===== src/rtl/pkt_fifo_if.sv =====
// Handshake bundle between the router write side, pkt_fifo and the output channel.
// PKT_FIFO_ERR_EN adds the sticky ovf_err/udf_err flags.
interface pkt_fifo_if #(
    parameter int DATA_W = 8
);
    logic              wr_en;
    logic              lfd_state;
    logic [DATA_W-1:0] din;
    logic              rd_en;
    logic [DATA_W-1:0] dout;
    logic              dout_hdr;
    logic              dout_valid;
    logic              full;
    logic              empty;
    logic              almost_full;
    logic              pkt_busy;
`ifdef PKT_FIFO_ERR_EN
    logic              ovf_err;
    logic              udf_err;
`endif

    modport master (
        output wr_en, lfd_state, din, rd_en,
`ifdef PKT_FIFO_ERR_EN
        input  ovf_err, udf_err,
`endif
        input  dout, dout_hdr, dout_valid, full, empty, almost_full, pkt_busy
    );

    modport slave (
        input  wr_en, lfd_state, din, rd_en,
`ifdef PKT_FIFO_ERR_EN
        output ovf_err, udf_err,
`endif
        output dout, dout_hdr, dout_valid, full, empty, almost_full, pkt_busy
    );
endinterface


===== src/rtl/pkt_fifo.sv =====
// Packet-aware synchronous FIFO: stores {header bit, data}, tracks remaining bytes of the
// packet being read. Define PKT_FIFO_ERR_EN to add sticky overflow/underflow flags.
module pkt_fifo #(
    parameter int DATA_W   = 8,
    parameter int DEPTH    = 16,
    parameter int AF_LEVEL = DEPTH - 2,
    parameter int LEN_LSB  = 2,
    parameter int LEN_W    = 6
) (
    input  logic       clk,
    input  logic       rst,
    input  logic       soft_rst,
    pkt_fifo_if.slave  bus
);
    localparam int AW = $clog2(DEPTH);
    localparam logic [AW:0] AF_CNT = (AW+1)'(AF_LEVEL);

    logic [DATA_W:0]   mem [DEPTH];
    logic [AW:0]       wr_ptr;
    logic [AW:0]       rd_ptr;
    logic [AW:0]       occupancy;
    logic              full_i;
    logic              empty_i;
    logic              run;
    logic              wr_acc;
    logic              rd_acc;
    logic [DATA_W:0]   rd_word;
    logic [LEN_W-1:0]  rd_len;
    logic [LEN_W:0]    rem;
    logic [DATA_W-1:0] dout_q;
    logic              dout_hdr_q;
    logic              dout_valid_q;
    logic              pkt_busy_q;

    assign occupancy = wr_ptr - rd_ptr;
    assign full_i    = (wr_ptr[AW] != rd_ptr[AW]) && (wr_ptr[AW-1:0] == rd_ptr[AW-1:0]);
    assign empty_i   = (wr_ptr == rd_ptr);

    // Requests made while either reset is active are discarded.
    assign run    = rst && !soft_rst;
    assign wr_acc = run && bus.wr_en && !full_i;
    assign rd_acc = run && bus.rd_en && !empty_i;

    assign rd_word = mem[rd_ptr[AW-1:0]];
    assign rd_len  = rd_word[LEN_LSB +: LEN_W];

    always_ff @(posedge clk) begin
        if (wr_acc) begin
            mem[wr_ptr[AW-1:0]] <= {bus.lfd_state, bus.din};
        end
    end

    always_ff @(posedge clk) begin
        if (!run) begin
            wr_ptr       <= '0;
            rd_ptr       <= '0;
            dout_q       <= '0;
            dout_hdr_q   <= 1'b0;
            dout_valid_q <= 1'b0;
            rem          <= '0;
            pkt_busy_q   <= 1'b0;
        end else begin
            dout_valid_q <= rd_acc;
            if (wr_acc) begin
                wr_ptr <= wr_ptr + 1'b1;
            end
            if (rd_acc) begin
                rd_ptr     <= rd_ptr + 1'b1;
                dout_q     <= rd_word[DATA_W-1:0];
                dout_hdr_q <= rd_word[DATA_W];
                // Header reload also restarts tracking if a packet was still open.
                if (rd_word[DATA_W]) begin
                    rem        <= {1'b0, rd_len} + (LEN_W+1)'(1);
                    pkt_busy_q <= 1'b1;
                end else if (pkt_busy_q) begin
                    rem <= rem - 1'b1;
                    if (rem == (LEN_W+1)'(1)) begin
                        pkt_busy_q <= 1'b0;
                    end
                end
            end
        end
    end

`ifdef PKT_FIFO_ERR_EN
    logic ovf_q;
    logic udf_q;

    always_ff @(posedge clk) begin
        if (!run) begin
            ovf_q <= 1'b0;
            udf_q <= 1'b0;
        end else begin
            if (bus.wr_en && full_i) begin
                ovf_q <= 1'b1;
            end
            if (bus.rd_en && empty_i) begin
                udf_q <= 1'b1;
            end
        end
    end

    assign bus.ovf_err = ovf_q;
    assign bus.udf_err = udf_q;
`endif

    assign bus.dout        = dout_q;
    assign bus.dout_hdr    = dout_hdr_q;
    assign bus.dout_valid  = dout_valid_q;
    assign bus.full        = full_i;
    assign bus.empty       = empty_i;
    assign bus.almost_full = (occupancy >= AF_CNT);
    assign bus.pkt_busy    = pkt_busy_q;
endmodule


===== src/flat_wrapper.sv =====
// flat-port wrapper written by rule: the top's interface ports become plain ports
module pkt_fifo_flat 
#(
    parameter int DATA_W   = 8,
    parameter int DEPTH    = 16,
    parameter int AF_LEVEL = DEPTH - 2,
    parameter int LEN_LSB  = 2,
    parameter int LEN_W    = 6
)
  (clk, rst, soft_rst, bus_wr_en, bus_lfd_state, bus_din, bus_rd_en, bus_dout, bus_dout_hdr, bus_dout_valid, bus_full, bus_empty, bus_almost_full, bus_pkt_busy);
  pkt_fifo_if #(.DATA_W(DATA_W)) bus_i ();
  input  logic clk;
  input  logic rst;
  input  logic soft_rst;
  input wire logic [$bits(bus_i.wr_en)-1:0] bus_wr_en;
  input wire logic [$bits(bus_i.lfd_state)-1:0] bus_lfd_state;
  input wire logic [$bits(bus_i.din)-1:0] bus_din;
  input wire logic [$bits(bus_i.rd_en)-1:0] bus_rd_en;
  output wire logic [$bits(bus_i.dout)-1:0] bus_dout;
  output wire logic [$bits(bus_i.dout_hdr)-1:0] bus_dout_hdr;
  output wire logic [$bits(bus_i.dout_valid)-1:0] bus_dout_valid;
  output wire logic [$bits(bus_i.full)-1:0] bus_full;
  output wire logic [$bits(bus_i.empty)-1:0] bus_empty;
  output wire logic [$bits(bus_i.almost_full)-1:0] bus_almost_full;
  output wire logic [$bits(bus_i.pkt_busy)-1:0] bus_pkt_busy;
  assign bus_i.wr_en = bus_wr_en;
  assign bus_i.lfd_state = bus_lfd_state;
  assign bus_i.din = bus_din;
  assign bus_i.rd_en = bus_rd_en;
  assign bus_dout = bus_i.dout;
  assign bus_dout_hdr = bus_i.dout_hdr;
  assign bus_dout_valid = bus_i.dout_valid;
  assign bus_full = bus_i.full;
  assign bus_empty = bus_i.empty;
  assign bus_almost_full = bus_i.almost_full;
  assign bus_pkt_busy = bus_i.pkt_busy;
  pkt_fifo #(.DATA_W(DATA_W), .DEPTH(DEPTH), .AF_LEVEL(AF_LEVEL), .LEN_LSB(LEN_LSB), .LEN_W(LEN_W)) u_core (.clk(clk), .rst(rst), .soft_rst(soft_rst), .bus(bus_i));
endmodule

===== config.mk =====
export PLATFORM = sky130hd
export DESIGN_NAME = pkt_fifo_flat
export DESIGN_NICKNAME = d
export VERILOG_FILES = /design/src/rtl/pkt_fifo_if.sv /design/src/rtl/pkt_fifo.sv /design/src/flat_wrapper.sv
export SDC_FILE = /design/constraint.sdc
export NUM_CORES = 1
export LEC_CHECK = 0
export ABC_AREA = 0
export CAP_MARGIN = 20
export CELL_PAD_IN_SITES_DETAIL_PLACEMENT = 1
export CELL_PAD_IN_SITES_GLOBAL_PLACEMENT = 1
export CORE_ASPECT_RATIO = 1.2
export CORE_MARGIN = 2
export CORE_UTILIZATION = 51
export DETAILED_ROUTE_END_ITERATION = 10
export GPL_ROUTABILITY_DRIVEN = 1
export PLACE_DENSITY_LB_ADDON = 0.1
export SYNTH_ARGS = -nofsm -noshare
export SYNTH_HDL_FRONTEND = slang
export SYNTH_SLANG_ARGS = --single-unit

===== constraint.sdc =====
create_clock -name clk -period 7.19 [get_ports clk]
set_clock_uncertainty 0.1 [all_clocks]
set_input_delay 1.0785 -clock clk [delete_from_list [all_inputs] [get_ports clk]]
set_output_delay 1.0785 -clock clk [all_outputs]
set_load 0.03 [all_outputs]

==> flow_summary_export.csv <==
group,metric,value,unit
global_route,grt_start_max_net_pins,37,
placed_design,portBuffers,27,
sta,final-hold-violation-count,0,
cts,clockBufferDepth,2,
critical_path,critPathKind,"register to output port",
cts,htree_levels,4,
route,firstDrtPassIters,4,
power,power,2.04,mW
global_route,gr-total-overflow,0,
worst_hold_path,min_path_type,"register to register",
route,dr_wl_met2,8210,um
floorplan,initial_core_util,52.1,%
cts,cts_resized,0,
critical_path,crit_path_max_fanout,4,
yosys,yosysWarnings,0,
sta,setup_viol,0,
yosys,ys_ff_latch,176,
yosys,seq_area_frac_synth,69.2,%
floorplan,fp.dieH,134,um
cts,insertion_delay,430,ps
worst_hold_path,worstHoldStart,"u_core.bus.dout[6]",
yosys,synth.distinct_cells,41,
finish,layout_common_cells,"144 x edfxtp_1, 39 x mux4_2, 38 x nand2_1",
cts,holdBufCountCts,0,
run_status,status,"finished, final reports clean",
run,maxCapViolations,0,
critical_path,worstSetupStartpointType,"register",
power,ir_drop,186,uV
route,wl_met1,6570,um
critical_path,cp.required,6010,ps
yosys,synth-edff-count,144,
sta,slew_viol_final,0,
critical_path,critPathCaptureType,"output port",
critical_path,crit_path_start,"u_core.wr_ptr[0]",
route,drtAntennaViolNets,0,
sta,period_needed,4050,ps
floorplan,dieArea,15000,um2
route,wirelength,15800,um
global_route,antenna_found_initial,0,
yosys,synth_ff_type,"edfxtp_1",
route,drt_iter0_drc,300,
yosys,syn_nets,465,
route,dr_total_vias,3884,
sta,tightestPinTransition,914,ps
finish,syn_to_final_growth,13.9,%
cts,clk_pin_slew,70,ps
sta,rsz0062_at_grt,"false",
floorplan,ios,28,
floorplan,die_x,112,um
finish,antenna_cells,0,
yosys,netlist.area_leader.share,60.3,%
yosys,yosysTopAreaCell,"edfxtp_1",
route,top_layer,"met4",
placed_design,gp_congestion,0.797,
floorplan,num_rows,47,
sta,slew_headroom,38.9,%
route,route.met3.wl,637,um
sta,tns,0,ps
global_route,grt_pass1_wl,24700,um
route,routedWlPerCell,24.0,um
yosys,syn_avg_cell_area,16.4,um2
yosys,syn_inst,438,
power,power_leakage,2.56,nW
critical_path,cp_data_arrival_time,2880,ps
finish,drive_above_1_share,16.9,%
power,p_per_area,250,nW/um2
sta,fin_crit_sh,56.4,%
sta,hold_slack,358,ps
sta,clock.fmax,0.247,GHz
cts,post-cts-setup-buffers,0,
yosys,ys_async_sr_fraction,0,%
cts,cts_root_buf,"clkbuf_16",
route,drc,0,
finish,fin_nets,500,
placed_design,hpwl,10500,um
cts,cts_buffers,17,
critical_path,timing.rr.start,"u_core.wr_ptr[3]",
global_route,grt_pass1_vias,4187,
yosys,synthTopCellsByArea,"edfxtp_1 60%, mux4_2 12%, dfxtp_1 8.9%",
route,viasPerCell,5.91,
floorplan,core-area,13800,um2
yosys,synth_area,7170,um2
cts,clock-sinks,176,
cts,tritoncts,"done",
finish,layout_commonest_cell,"edfxtp_1",
global_route,grt_use_total,22.5,%
-- path summary, 6_finish.rpt --
check                  endpoint  slack [ps]  depth (start not counted)
max reg2reg    u_core.mem[0][2]        3860                          6
min          u_core.bus.dout[6]         360                          2
min reg2reg  u_core.bus.dout[6]         360                          2
max             bus_almost_full        3140                         10
-- metal layers --
| metal | up-vias | global-route usage (%) |
|---|---|---|
| li1 | 1763 | - |
| met4 | 0 | 8.40 |
| met1 | 2014 | 28.8 |
| met2 | 84 | 38.3 |
| met3 | 23 | 4.61 |
| met5 | - | 0 |
-- power breakdown --
group	switching, mW	leakage (nW)	internal [mW]	total [mW]
clock	0.410	0.267	0.455	0.865
sequential	0.00248	1.55	1.10	1.11
combinational	0.0449	0.737	0.0267	0.0716
total	0.457	2.56	1.59	2.04
-- cells in the mapped netlist (6+ instances only) --
cell type and instances:
nand2b_1 7, clkbuf_1 9, a22oi_1 11, xor2_1 6, ha_1 12, nor2_1 29
a21oi_1 24, nand3_1 6, xnor2_1 8, dfxtp_1 32, edfxtp_1 144, inv_1 11
nand2_1 38, nor3_1 8, mux4_2 39
-- registers in the layout (all words and copies together) (netlist names), named ones only --
name / cells
u_core.bus.dout: 8
u_core.bus.dout_hdr: 1
u_core.bus.dout_valid: 1
u_core.bus.pkt_busy: 1
u_core.mem: 144
u_core.rd_ptr: 5
u_core.rem: 7
u_core.wr_ptr: 5
-- kinds of logic (layout without fill, tap and decap cells) --
family / after synthesis / count (layout) / synth area share, %
fa+ha+maj: 13 / 13 / 2.37
xor+xnor: 14 / 14 / 1.71
flops: 176 / 176 / 69.2
buf+inv: 31 / 79 / 2.11
mux: 43 / 43 / 13.0
simple gates: 108 / 108 / 7.01
compound gates: 53 / 53 / 4.54
-- stage by stage --
stage	std cells	setup slack [ps]	utilization [%]	area (um2)
2_1_floorplan	438	4210	-	7170
3_3_place_gp	622	3020	55.2	7590
3_5_place_dp	623	2930	55.2	7600
4_1_cts	655	3130	59.2	8150
5_1_grt	657	2950	59.3	8170
6_report	657	3140	59.3	8170
-- final cells by class --
type / instances / area, um2
Clock buffer: 18 / 429
Clock inverter: 14 / 121
Fill cell: 1245 / 5600
Inverter: 11 / 41.3
Multi-Input combinational cell: 231 / 2060
Sequential cell: 176 / 4970
Tap cell: 171 / 214
Timing Repair Buffer: 36 / 338
-- critical path, stage by stage (launching register included) --
cell and delay [ps]:
dfxtp_1 360, inv_1 160, ha_1 170, inv_1 50, fa_1 410, nor2b_1 210
o21ai_0 120, a21oi_1 160, o21ai_0 100, nand2_1 70, clkdlybuf4s50_1 660
Note: power is estimated with default switching activity, not from simulation.
